$ cat src/rtl/lock_sequencer.sv
// Canal-lock chamber sequencer: arbitrates low/high boat requests, drives both
// gates and issues single-cycle raise/lower commands to the water controller.
module lock_sequencer #(
  parameter int GATE_CYC  = 20,
  parameter int DWELL_CYC = 40,
  parameter int CW        = 8
) (
  input  logic clk,
  input  logic reset,
  input  logic req_low,
  input  logic req_high,
  input  logic boat_in,
  input  logic boat_out,
  input  logic water_high,
  input  logic water_low,
  output logic gate_low,
  output logic gate_high,
  output logic w_up,
  output logic w_down,
  output logic grant_low,
  output logic grant_high,
  output logic busy
);

  typedef enum logic [3:0] {
    IDLE, ADJ_IN, OPEN_IN, WAIT_IN, CLOSE_IN,
    ADJ_OUT, OPEN_OUT, WAIT_OUT, CLOSE_OUT, CLOSE_ABORT
  } state_t;

  localparam logic [CW-1:0] GATE_LAST  = CW'(GATE_CYC - 1);
  localparam logic [CW-1:0] DWELL_LAST = CW'(DWELL_CYC - 1);

  state_t        state, state_nx;
  logic [CW-1:0] cnt;
  logic          side, side_nx;
  logic          last, last_nx;

  logic gate_done, ent_lvl, ext_lvl, pick, pick_lvl, any_req, lvl_valid;

  assign gate_done = (cnt == GATE_LAST);
  assign ent_lvl   = side ? water_high : water_low;
  assign ext_lvl   = side ? water_low  : water_high;
  assign any_req   = req_low | req_high;
  assign lvl_valid = water_high | water_low;
  // On a tie the side not served last time wins.
  assign pick      = (req_low & req_high) ? ~last : req_high;
  assign pick_lvl  = pick ? water_high : water_low;

  always_comb begin
    state_nx = state;
    side_nx  = side;
    last_nx  = last;
    case (state)
      IDLE: begin
        if (any_req && lvl_valid) begin
          side_nx  = pick;
          state_nx = pick_lvl ? OPEN_IN : ADJ_IN;
        end
      end
      ADJ_IN:   if (ent_lvl)   state_nx = OPEN_IN;
      OPEN_IN:  if (gate_done) state_nx = WAIT_IN;
      WAIT_IN: begin
        if (boat_in)                 state_nx = CLOSE_IN;
        else if (cnt == DWELL_LAST)  state_nx = CLOSE_ABORT;
      end
      CLOSE_IN: if (gate_done) state_nx = ADJ_OUT;
      ADJ_OUT:  if (ext_lvl)   state_nx = OPEN_OUT;
      OPEN_OUT: if (gate_done) state_nx = WAIT_OUT;
      WAIT_OUT: if (boat_out)  state_nx = CLOSE_OUT;
      CLOSE_OUT, CLOSE_ABORT: begin
        if (gate_done) begin
          state_nx = IDLE;
          last_nx  = side;
        end
      end
      default: state_nx = IDLE;
    endcase
  end

  // cnt saturates so a long ADJ wait never wraps back to 0 and re-pulses w_*.
  always_ff @(posedge clk or posedge reset) begin
    if (reset) begin
      state <= IDLE;
      cnt   <= '0;
      side  <= 1'b0;
      last  <= 1'b1;
    end else begin
      state <= state_nx;
      side  <= side_nx;
      last  <= last_nx;
      if (state_nx != state) cnt <= '0;
      else if (cnt != '1)    cnt <= cnt + 1'b1;
    end
  end

  logic ent_open, ext_open, adj_first;

  always_comb begin
    ent_open   = (state == OPEN_IN)  || (state == WAIT_IN);
    ext_open   = (state == OPEN_OUT) || (state == WAIT_OUT);
    adj_first  = (cnt == '0);
    busy       = (state != IDLE);
    gate_low   = (ent_open && !side) || (ext_open && side);
    gate_high  = (ent_open && side)  || (ext_open && !side);
    w_up       = adj_first && (((state == ADJ_IN) && side) || ((state == ADJ_OUT) && !side));
    w_down     = adj_first && (((state == ADJ_IN) && !side) || ((state == ADJ_OUT) && side));
    grant_low  = busy && !side;
    grant_high = busy && side;
  end

endmodule

$ cat config.mk
export PLATFORM = sky130hd
export DESIGN_NAME = lock_sequencer
export DESIGN_NICKNAME = d
export VERILOG_FILES = /design/src/rtl/lock_sequencer.sv
export SDC_FILE = /design/constraint.sdc
export NUM_CORES = 1
export LEC_CHECK = 0
export ABC_AREA = 1
export CAP_MARGIN = 30
export CORE_MARGIN = 2
export CORE_UTILIZATION = 59
export DETAILED_ROUTE_END_ITERATION = 8
export GPL_TIMING_DRIVEN = 0
export PLACE_DENSITY = 0.84
export SYNTH_ARGS = -nofsm -noshare
export SYNTH_HDL_FRONTEND = slang
export SYNTH_SLANG_ARGS = --single-unit
$ cat constraint.sdc
create_clock -name clk -period 3.3 [get_ports clk]
set_input_delay 0.66 -clock clk [delete_from_list [all_inputs] [get_ports clk]]
set_output_delay 0.66 -clock clk [all_outputs]
set_load 0.02 [all_outputs]
==> run_results.csv <==
group,metric,value,unit
clock_tree,clk_latency,0.30,ns
logic_synthesis,synthSimpleGateAreaFrac,45.3,%
floorplanning,die_h,48.7,um
power_and_ir_drop,p_switching,532,uW
logic_synthesis,syn-num-nets,188,
final_layout,design_area,1390,um^2
logic_synthesis,synth_area_leaders,"dfrtp_1 28%, nand2_1 16%, inv_1 7.3%",
power_and_ir_drop,sw_frac_of_total,50.3,%
logic_synthesis,syn_inst,178,
logic_synthesis,synth_fa_ha_area_share,2.12,%
route,num_vias,1178,
logic_synthesis,synth-edff-count,0,
route,wire_per_inst,12.0,um
clock_tree,cts_setup_buffers,0,
worst_setup_path,cp.arrival,2.06,ns
worst_setup_path,cp-start-kind,"flop",
worst_hold_path,hp-start,"last",
timing,hold_viol_final,0,
worst_setup_path,critPathRequiredTime,2.64,ns
timing,setup_viol,0,
logic_synthesis,avgSynthCellArea,6.64,um^2
timing,rsz0062_at_grt,"false",
logic_synthesis,ys_types,29,
final_layout,drive_gt1_share,20.4,%
timing,drv_slew,0,
route,viasPerCell,5.28,
worst_setup_path,worstSetupPathType,"flop to output pin",
floorplanning,start_util,61.5,%
global_route,grt_usage,25.0,%
final_layout,nNetsFinal,207,
final_layout,area_growth,17.8,%
worst_setup_path,startpoint,"state[3]",
logic_synthesis,async_reset_ff_share,100,%
clock_tree,clk_pin_slew_worst_paths,0.10,ns
final_layout,antenna_cells,0,
logic_synthesis,synth_compound_area_share,9.22,%
logic_synthesis,synth_top_area_share,27.5,%
logic_synthesis,synth_xor_area_share,2.97,%
logic_synthesis,synth_top_family_by_area,"simple AND/OR/NAND/NOR gates",
clock_tree,ctsResizeCount,0,
timing,skew,0.00313,ns
logic_synthesis,seq_area_frac_synth,29.8,%
power_and_ir_drop,p_int,526,uW
logic_synthesis,yosysTopAreaCell,"dfrtp_1",
power_and_ir_drop,power_frac_comb,62.9,%
clock_tree,cts.sinks,14,
clock_tree,clockBufferDepth,2,
route,drc,0,
worst_hold_path,hold_class,"flop to flop",
placement,numPortBuffers,14,
timing,tightest_slew,0.562,ns
global_route,grt_max_degree,15,
route,drt_first_pass_iters,4,
clock_tree,cts_tree,"built",
logic_synthesis,synth-main-ff-cell,"dfrtp_1",
timing,fin_crit,2.72,ns
clock_tree,h-tree-depth,1,
logic_synthesis,syn_area,1180,um^2
placement,hpwl,2010,um
worst_setup_path,critical_path.max_fanout,6,
logic_synthesis,synth_most_common_cell,"nand2_1",
timing,relSlewSlack,62.5,%
route,drtIter0Drc,34,
power_and_ir_drop,p_clk_share,12.8,%
global_route,grt_pass1_vias,1095,
placement,place.gp.congestion,0.866,
floorplanning,ios,15,
global_route,grt_pass1_wl,4750,um
power_and_ir_drop,p_seq_share,24.3,%
power_and_ir_drop,cellLeakagePower,0.000719,uW
clock_tree,ctsHoldBuffers,0,
timing,setup-tns-final,0,ns
worst_setup_path,crit_path_end_kind,"output pin",
clock_tree,cts_buffers,3,
clock_tree,cts_root_buf,"clkbuf_4",
global_route,antenna_found_initial,0,
global_route,grt-ovfl-total,0,
route,antenna_left,0,
floorplanning,core_area,1920,um^2
floorplanning,rows,16,
floorplanning,die_area,2380,um^2
job,maxCapViolCount,0,
power_and_ir_drop,worst_ir_drop_vdd,656,uV
power_and_ir_drop,finalPower,1060,uW
floorplanning,die_w,48.7,um
timing,fin_crit_sh,82.5,%
run_status,status,"complete, no violations",
placement,dpl_cell_area,1360,um^2
logic_synthesis,ys_ff_latch,14,
route,drt-total-wl,2670,um
worst_setup_path,r2r-start,"cnt[0]",
logic_synthesis,synth.area.mux_share,0,%
timing,clock.fmax,367,MHz
logic_synthesis,ys_warn_count,0,
logic_synthesis,synthTopCellsByCount,"51 x nand2_1, 23 x inv_1, 18 x nor2_1",
power_and_ir_drop,power.density,760,nW/um^2
-- cells by family after synthesis --
kind of cell	count (synthesis)
compound gates	19
buf+inv	33
fa+ha+maj	2
simple gates	106
xor+xnor	4
flops	14
-- layer usage --
| layer | global-route usage, % | wire, um | share of wire (%) | vias to the layer above |
|---|---|---|---|---|
| met2 | 41.6 | 1230 | 46 | 40 |
| met3 | 3.09 | 109 | 4.1 | 7 |
| met4 | 7.62 | 42 | 1.6 | 0 |
| met5 | 0 | 0 | 0 | - |
| li1 | - | - | - | 594 |
| met1 | 34.1 | 1280 | 48 | 537 |
-- power groups by stage --
stage	clock network [uW]	registers [uW]	logic [uW]
2_1_floorplan	0	248	475
3_5_place_dp	0	259	655
3_3_place_gp	0	256	635
5_1_grt	143	262	731
4_1_cts	136	256	663
6_report	136	257	665
-- cell type report --
| type | count | area, um^2 |
|---|---|---|
| plain buffers | 1 | 5.00 |
| clock buffers | 4 | 36.3 |
| fillers | 160 | 531 |
| inverters | 32 | 120 |
| multi-input cells | 131 | 704 |
| flip-flops and latches | 14 | 352 |
| well taps | 27 | 33.8 |
| repair buffers | 14 | 140 |
-- layout by cell type (no fill, tap or decap), types with 2 or more instances in the layout --
cell             netlist  final
a21oi_1                3      3
clkbuf_4               0      3
clkdlybuf4s50_1        0     14
dfrtp_1               13     13
ha_1                   2      2
inv_1                 23     23
inv_2                  8      8
nand2_1               51     51
nand2_2                4      4
nand3_1                3      3
nand3_2                4      4
nand4_1                6      6
nor2_1                18     18
nor2_2                 9      9
nor2_4                 3      3
nor3_1                 3      3
o21ai_0               11     11
xor2_1                 4      4
-- stage by stage --
stage	setup slack (ns)	utilization [%]	std cells	hold slack (ns)
floorplan	1.52	-	178	0.497
global placement	0.935	70.5	219	0.509
detailed placement	0.924	70.5	219	0.515
CTS	0.583	72.4	223	0.533
global route	0.443	72.4	223	0.613
finish	0.577	72.4	223	0.537
-- flip-flops by register name, summed over array words and instances, names as in the netlist --
signal and count:
cnt 8, state 4, last 1, side 1
-- worst max-delay path, cell delays in order, from the launching register on --
cell and delay (ns):
dfrtp_1 0.45, inv_2 0.16, nand2_1 0.09, nor2_2 0.13
inv_1 0.06, o21ai_0 0.15, nand2_1 0.07, inv_1 0.06
clkdlybuf4s50_1 0.59
-- path summary, 6_finish.rpt --
kind	slack [ns]	cells after the start	end
min in group asynchronous	0.70	2	state[3]
setup reg to reg	1.59	10	cnt[4]
hold / removal	0.54	2	last
setup / recovery	0.58	8	w_down
hold reg to reg	0.54	2	last
max in group asynchronous	2.23	2	last
(Power assumes the default switching activity.)
